<file path="src/rtl/ahbl_arb_2m.sv">
// Two-master to one-slave AHB-Lite arbiter: each master's address phase is
// parked in a pending register and replayed on the shared bus.
module ahbl_arb_2m #(
  parameter bit RR_EN = 1'b1
) (
  input  logic        HCLK,
  input  logic        HRESETn,
  input  logic [31:0] M0_HADDR,
  input  logic [1:0]  M0_HTRANS,
  input  logic        M0_HWRITE,
  input  logic [2:0]  M0_HSIZE,
  input  logic [31:0] M0_HWDATA,
  output logic [31:0] M0_HRDATA,
  output logic        M0_HREADY,
  input  logic [31:0] M1_HADDR,
  input  logic [1:0]  M1_HTRANS,
  input  logic        M1_HWRITE,
  input  logic [2:0]  M1_HSIZE,
  input  logic [31:0] M1_HWDATA,
  output logic [31:0] M1_HRDATA,
  output logic        M1_HREADY,
  output logic [31:0] S_HADDR,
  output logic [1:0]  S_HTRANS,
  output logic        S_HWRITE,
  output logic [2:0]  S_HSIZE,
  output logic [31:0] S_HWDATA,
  input  logic [31:0] S_HRDATA,
  input  logic        S_HREADY
);

  localparam int unsigned AW = 32;
  localparam int unsigned DW = 32;
  localparam int unsigned SW = 3;
  localparam int unsigned TW = 2;

  typedef struct packed {
    logic [AW-1:0] addr;
    logic          write;
    logic [SW-1:0] size;
  } addr_ph_t;

  logic [1:0] pend;
  addr_ph_t   req_q [2];
  logic       dv;
  logic       own;
  logic       last;

  logic [1:0] cap_c;
  logic [1:0] pend_nxt_c;
  logic       grant_c;
  logic       issue_c;
  addr_ph_t   sel_c;

  // HTRANS[0] only distinguishes SEQ from NONSEQ and IDLE from BUSY
  logic unused_htrans0;
  assign unused_htrans0 = M0_HTRANS[0] ^ M1_HTRANS[0];

  assign M0_HRDATA = S_HRDATA;
  assign M1_HRDATA = S_HRDATA;

  // Ready is a function of registers and S_HREADY only, never of HTRANS
  assign M0_HREADY = (dv && !own) ? S_HREADY : !pend[0];
  assign M1_HREADY = (dv &&  own) ? S_HREADY : !pend[1];

  assign cap_c[0] = M0_HTRANS[1] & M0_HREADY;
  assign cap_c[1] = M1_HTRANS[1] & M1_HREADY;

  assign issue_c = |pend;

  always_comb begin
    grant_c = 1'b0;
    unique case (pend)
      2'b01:   grant_c = 1'b0;
      2'b10:   grant_c = 1'b1;
      2'b11:   grant_c = RR_EN ? ~last : 1'b0;
      default: grant_c = 1'b0;
    endcase
  end

  always_comb begin
    pend_nxt_c = pend;
    if (S_HREADY && issue_c) begin
      pend_nxt_c[grant_c] = 1'b0;
    end
    pend_nxt_c = pend_nxt_c | cap_c;
  end

  always_comb begin
    sel_c = '0;
    if (issue_c) begin
      sel_c = req_q[grant_c];
    end
  end

  assign S_HTRANS = issue_c ? TW'(2'b10) : TW'(2'b00);
  assign S_HADDR  = sel_c.addr;
  assign S_HWRITE = sel_c.write;
  assign S_HSIZE  = sel_c.size;
  assign S_HWDATA = dv ? (own ? M1_HWDATA : M0_HWDATA) : DW'(0);

  always_ff @(posedge HCLK or negedge HRESETn) begin
    if (!HRESETn) begin
      pend     <= '0;
      dv       <= 1'b0;
      own      <= 1'b0;
      last     <= 1'b1;
      req_q[0] <= '0;
      req_q[1] <= '0;
    end else begin
      pend <= pend_nxt_c;
      if (S_HREADY) begin
        if (issue_c) begin
          own  <= grant_c;
          last <= grant_c;
          dv   <= 1'b1;
        end else begin
          dv   <= 1'b0;
        end
      end
      if (cap_c[0]) begin
        req_q[0] <= '{addr: M0_HADDR, write: M0_HWRITE, size: M0_HSIZE};
      end
      if (cap_c[1]) begin
        req_q[1] <= '{addr: M1_HADDR, write: M1_HWRITE, size: M1_HSIZE};
      end
    end
  end

endmodule

</file>
<file path="config.mk">
export PLATFORM = sky130hd
export DESIGN_NAME = ahbl_arb_2m
export DESIGN_NICKNAME = d
export VERILOG_FILES = /design/src/rtl/ahbl_arb_2m.sv
export SDC_FILE = /design/constraint.sdc
export NUM_CORES = 1
export LEC_CHECK = 0
export BUFFER_PORTS_ARGS = -buffer_cell sky130_fd_sc_hd__buf_2
export CAP_MARGIN = 20
export CORE_AREA = 3 3 119 121
export CTS_BUF_LIST = sky130_fd_sc_hd__clkbuf_16
export CTS_CLUSTER_SIZE = 40
export DETAILED_ROUTE_END_ITERATION = 6
export DIE_AREA = 0 0 122 124
export GPL_ROUTABILITY_DRIVEN = 0
export PLACE_DENSITY = 0.69
export SLEW_MARGIN = 0
export SYNTH_ARGS = -nofsm -noshare
export SYNTH_HDL_FRONTEND = slang
export SYNTH_SLANG_ARGS = --single-unit
</file>
<file path="constraint.sdc">
create_clock -name HCLK -period 1.7 [get_ports HCLK]
set_input_delay 0.255 -clock HCLK [delete_from_list [all_inputs] [get_ports HCLK]]
set_output_delay 0.255 -clock HCLK [all_outputs]
set_load 0.005 [all_outputs]
</file>
==> results.toml, run 1 <==
[power]
power.leakage_uw = 0.00319
pwr-share-seq_pct = 26.4
p_comb_share_pct = 56.3
power.density_mw_per_mm2 = 2040
net-switching-power_uw = 4600
vdd_ir_drop_max_mv = 1.16
intPower_uw = 8240
sw_frac_of_total_pct = 35.8
power_frac_clock_pct = 17.3

[logic_synthesis]
synth.top_cell.area_share_pct = 43.1
synthTopCellsByArea = "dfrtp_1 (43%), mux2_2 (18%), buf_4 (11%)"
netlist_instances = 437
seq_area_frac_synth_pct = 43.7
yosys.area.top_type = "dfrtp_1"
syn_area_per_cell_um2 = 10.1
synth.most_common_cell = "dfrtp_1"
synthesis.area_mm2 = 0.00442
yosysWarningCount = 0
async_reset_ff_share_pct = 100
synth_enable_flop_cells = 0
synth_cell_types = 25
synth_fp_nets = 612
synth_commonest_cells = "dfrtp_1 (76), nand2_1 (75), mux2_2 (72), buf_4 (66), o21ai_0 (38)"
synth-seq-cells = 77
synth_flop_cell = "dfrtp_1"

[critical_path]
r2r_start = "own"
max_stage_delay_ns = 0.56
critPathBufInv = 3
cp_top_family = "flip-flops"
crit_slowest_cell = "dfstp_2"
reg2reg_slack_ns = -0.11
cp_max_fo = 10
path_depth = 5
critical_path_class = "reg2out"
crit_arrival_ns = 1.68
required_ns = 1.44
ff2ff_path_depth = 5
critPathCaptureType = "output pin"
r2r_end = "req_q[38]"
crit_start = "last"
cp-start-kind = "flop"
crit_chain = "a21boi_4 > buf_12 > clkbuf_16 > o21ai_0 > buf_2"

[timing]
finalCritPeriodShare_pct = 114
fin_ws_ns = -0.230
tns_ns = -5.63
finalSetupViolCount = 92
timing.hold.ws_ns = 0.146
grt_setup_unrepaired = "yes"
finalMaxSlewViolations = 0
fin_crit_ns = 1.93
finalHoldViolCount = 0
fin_skew_ns = 0.00743
fmax_mhz = 518

[global_route]
grt_start_max_net_pins = 39
overflow = 0
grt_pass1_vias = 3781
antenna_found_initial = 6
grt_pass1_wl_mm = 21.4
track_usage_pct = 19.1

[floorplan]
die_y_um = 124
rows = 42
die_w_um = 122
core_mm2 = 0.0132
die_area_mm2 = 0.0151
pin_count = 311
start_util_pct = 33.5

[route]
dr.pass1.iters = 4
routed_wl_mm = 17.0
wl_per_cell_um = 21.7
drt_iter0_markers = 162
vias_per_cell = 4.90
drcViolationCount = 0
vias = 3852
drtAntennaViolNets = 0

[cts]
cts_tree = "yes"
clockBufferDepth = 2
clk_latency_ns = 0.34
clkTransAtPathRegs_ns = 0.06
cts_root_buf = "clkbuf_16"
h-tree-depth = 3
cts_buffers = 9
clkSinkCount = 77

[hold_path]
hold_depth = 2
hold_class = "in2reg"
holdPathEnd = "req_q[38]"
hold_start = "M0_HSIZE[2]"

[final_layout]
area_delta_synth_final_pct = 42.4
n_fill_cell = 1208
diodes = 0
drive_gt1_share_pct = 60.8
nNetsFinal = 780

[flow_run]
cap_violations = 0

[placement]
pre_cts_ws_ns = 0.0837
portBuffers = 211
hpwl_mm = 12.0

[run_status]
status = "complete, but fails checks"
violations = "setup timing"
==> layout by cell type, fill, tap and decap left out, types with 3 or more instances in the layout <==
| cell | n |
|---|---|
| dfrtp_1 | 74 |
| o21ai_2 | 20 |
| bufinv_16 | 3 |
| mux2i_1 | 32 |
| buf_12 | 11 |
| nand2_2 | 3 |
| mux2_2 | 38 |
| buf_4 | 12 |
| nand2_1 | 72 |
| mux2_4 | 34 |
| clkbuf_16 | 17 |
| o21ai_1 | 15 |
| buf_2 | 209 |
| nor2_1 | 32 |
| buf_6 | 6 |
| o21ai_0 | 3 |
==> sequential cells by signal, summed over array words and instances, names as in the netlist <==
name and count:
last 1, req_q 72, dv 1, pend 2
own 1
==> worst max path at each step <==
stage,endpoint
after floorplan,req_q[38]
after global placement,req_q[70]
after detailed placement,req_q[57]
after CTS,S_HADDR[7]
after global routing,S_HADDR[11]
final,S_HADDR[11]
==> worst register-to-register path, delay by kind of cell, from the launching register on <==
kind,cells,cell delay [ns]
AND/OR/NAND/NOR,1,0.20
flip-flops,1,0.52
multiplexers,1,0.35
AO/OA/AOI/OAI,1,0.26
buffers and inverters,2,0.38
==> metrics by stage <==
| step | total power [uW] | std cells | util [%] | instance area [um^2] |
|---|---|---|---|---|
| 2_1_floorplan | 6470 | 437 | - | 4420 |
| 3_3_place_gp | 8320 | 746 | 40.0 | 5270 |
| 3_5_place_dp | 8480 | 746 | 40.0 | 5270 |
| 4_1_cts | 11200 | 768 | 43.6 | 5760 |
| 5_1_grt | 13600 | 786 | 47.7 | 6290 |
| 6_report | 12800 | 786 | 47.7 | 6290 |
==> timing repair <==
action                                  in CTS  in global routing
pin swaps                                    0                 12
cloned                                       2                 12
hold buffers                                 1                  0
endpoints found under the setup margin      58                 65
hold endpoints to repair                    31                  0
resized for setup                           26                 85
buffers inserted                             3                  6
==> routing by layer <==
| metal | routed length [um] | GRT usage, % | up-vias |
|---|---|---|---|
| li1 | - | - | 1735 |
| met1 | 5650 | 19.2 | 1874 |
| met2 | 9400 | 36.8 | 193 |
| met3 | 1510 | 7.18 | 46 |
| met4 | 464 | 4.83 | 4 |
| met5 | 18 | 0 | - |
==> power groups by stage <==
stage / Sequential [uW] / Combinational, uW / Clock (uW)
after floorplan: 3150 / 3320 / 0
after global placement: 3280 / 5040 / 0
after detailed placement: 3350 / 5130 / 0
after CTS: 3320 / 5610 / 2250
after global routing: 3510 / 7760 / 2350
final: 3390 / 7230 / 2230
==> cells by family after synthesis <==
group,share of synthesized area (%)
AO/OA/AOI/OAI,5.92
flip-flops,43.7
other,0.0849
buffers and inverters,14.6
multiplexers,25.6
AND/OR/NAND/NOR,10.1
==> layout make-up <==
type	instances	area, um^2	share of cell area (%)
multi-input cells	265	2080	33.1
flip-flops and latches	77	1930	30.7
repair buffers	250	1700	27.1
clock buffers	9	225	3.58
well taps	176	220	3.50
clock inverters	7	120	1.91
inverters	2	7.51	0.119
Power figures use the tool's default switching activity.
==> run 2: changes to the inputs <==
--- a/constraint.sdc
+++ b/constraint.sdc
@@ -3,2 +3,2 @@
 set_output_delay 0.255 -clock HCLK [all_outputs]
-set_load 0.005 [all_outputs]
+set_load 0.05 [all_outputs]
==> run 2 against run 1 <==
  * Design area up 15%
  * Total power up 48%
  * Clock skew down 0.00084 ns
  * Fmax up 1.4%
  * The run still ends with setup timing left
  * Combinational power up 92%
  * Clock power down 22%
  * Global-route usage up 1.1 points
  * Highest routed layer unchanged
  * Worst setup slack better by 0.027 ns
  * Sequential share of layout area down 4.1 points
  * Critical path depth unchanged
  * Wire length about the same
  * Count of clock-buffer cells in the layout unchanged
==> results.toml, run 2 (synthesis gave the netlist of run 1 again) <==
[global_route]
antenna_found_initial = 1
grt_busiest_layer = "met2"
use_met1_pct = 22.8
grt_pass1_vias = 4070
grt_pass1_wl_mm = 22.9
use_met3_pct = 6.95
use_met2_pct = 36.7
track_usage_pct = 20.1
overflow = 0
grt_start_max_net_pins = 41

[final_layout]
mostFrequentLayoutCell = "buf_2"
largest_reg_flops = 72
regArea_mm2 = 0.00193
top_register = "req_q"
multi_input_area_mm2 = 0.00254
drive_gt1_share_pct = 70.5
nNetsFinal = 786
n_fill_cell = 1091
final_cell_mix = "buf_2 (140), dfrtp_1 (75), buf_6 (68)"
area_delta_synth_final_pct = 63.9
top_regs = "req_q (72), pend (2)"

[hold_path]
holdPathEnd = "req_q[55]"
hold_start = "M0_HADDR[15]"
hold_class = "in2reg"
hold_depth = 2

[route]
wl_per_cell_um = 21.4
drtAntennaViolNets = 0
routed_wl_mm = 17.0
dr.pass1.iters = 4
drt_iter0_markers = 194
vias_per_cell = 4.91
vias = 3905
drcViolationCount = 0

[power]
power.leakage_uw = 0.00337
power.density_mw_per_mm2 = 2630
vdd_ir_drop_max_mv = 2.03
p_total_uw = 19000

[critical_path]
ff2ff_path_depth = 6
crit_arrival_ns = 1.65
cp-start-kind = "flop"
cp_max_fo = 14
required_ns = 1.44
crit_slowest_cell = "dfstp_2"
max_stage_delay_ns = 0.55
reg2reg_slack_ns = -0.16
critical_path_class = "reg2out"
cp_top_family = "flip-flops"
critPathCaptureType = "output pin"
critPathBufInv = 3
r2r_start = "own"
crit_chain = "a21boi_4 > buf_12 > buf_16 > o21ai_4 > buf_6"
r2r_end = "req_q[36]"

[placement]
portBuffers = 211
hpwl_mm = 11.3

[timing]
finalHoldViolCount = 0
fin_skew_ns = 0.00659
finalMaxSlewViolations = 0
finalCritPeriodShare_pct = 112
fin_crit_ns = 1.90
finalSetupViolCount = 93
tns_ns = -10.91
fin_ws_ns = -0.203
fmax_mhz = 525
grt_setup_unrepaired = "yes"

[cts]
clkTransAtPathRegs_ns = 0.06
cts_tree = "yes"
clkSinkCount = 77
clk_latency_ns = 0.33
clockBufferDepth = 2
h-tree-depth = 3
cts_buffers = 9
cts_root_buf = "clkbuf_16"

[run_status]
status = "complete, but fails checks"
violations = "setup timing"

[floorplan]
core_mm2 = 0.0132
rows = 42
pin_count = 311
start_util_pct = 33.5
die_y_um = 124
die_w_um = 122
die_area_mm2 = 0.0151

[flow_run]
cap_violations = 0
==> run 2: area by class of cell <==
| type | instances | area share [%] |
|---|---|---|
| Tap cell | 176 | 3.04 |
| Timing Repair Buffer | 256 | 31.2 |
| Antenna cell | 3 | 0.104 |
| Sequential cell | 77 | 26.7 |
| Clock inverter | 7 | 0.605 |
| Inverter | 2 | 0.138 |
| Clock buffer | 9 | 3.11 |
| Multi-Input combinational cell | 265 | 35.1 |
==> run 2: worst max-delay path by stage <==
stage / startpoint / cells after the start / to / slack, ns
after global routing: pend[0] / 4 / S_HADDR[22] / -0.26
after global placement: pend[0] / 5 / S_HADDR[11] / -0.004
after CTS: last / 5 / S_HADDR[11] / -0.20
after detailed placement: pend[0] / 5 / S_HADDR[11] / -0.03
final: last / 5 / S_HADDR[31] / -0.20
after floorplan: own / 4 / S_HWDATA[17] / -0.03
==> run 2: through the flow <==
step	instances	setup WS [ns]	utilization, %	hold slack (ns)	instance area, um^2
after floorplan	437	-0.0281	-	-0.0406	4800
after global placement	750	-0.00361	43.3	0.139	5710
after detailed placement	750	-0.0252	43.3	0.138	5710
after CTS	781	-0.200	52.1	0.145	6880
after global routing	792	-0.263	54.8	0.152	7230
final	795	-0.203	54.9	0.158	7240
==> run 2: routing by layer <==
layer	share of wire (%)	vias up
met4	1.2	2
li1	-	1748
met1	37	1918
met5	0.059	-
met3	9.0	18
met2	53	219
==> run 2: report_power, final <==
group | internal (uW) | switching (uW)
clock | 980 | 747
combinational | 6090 | 7840
sequential | 2790 | 590
total | 9860 | 9170
==> run 2: timing repair <==
action	CTS	global route
hold buffers	1	0
endpoints found under the hold margin	13	0
pin swaps	22	6
endpoints found under the setup margin	71	131
resized for setup	188	56
cloned	7	7
buffers inserted	7	7
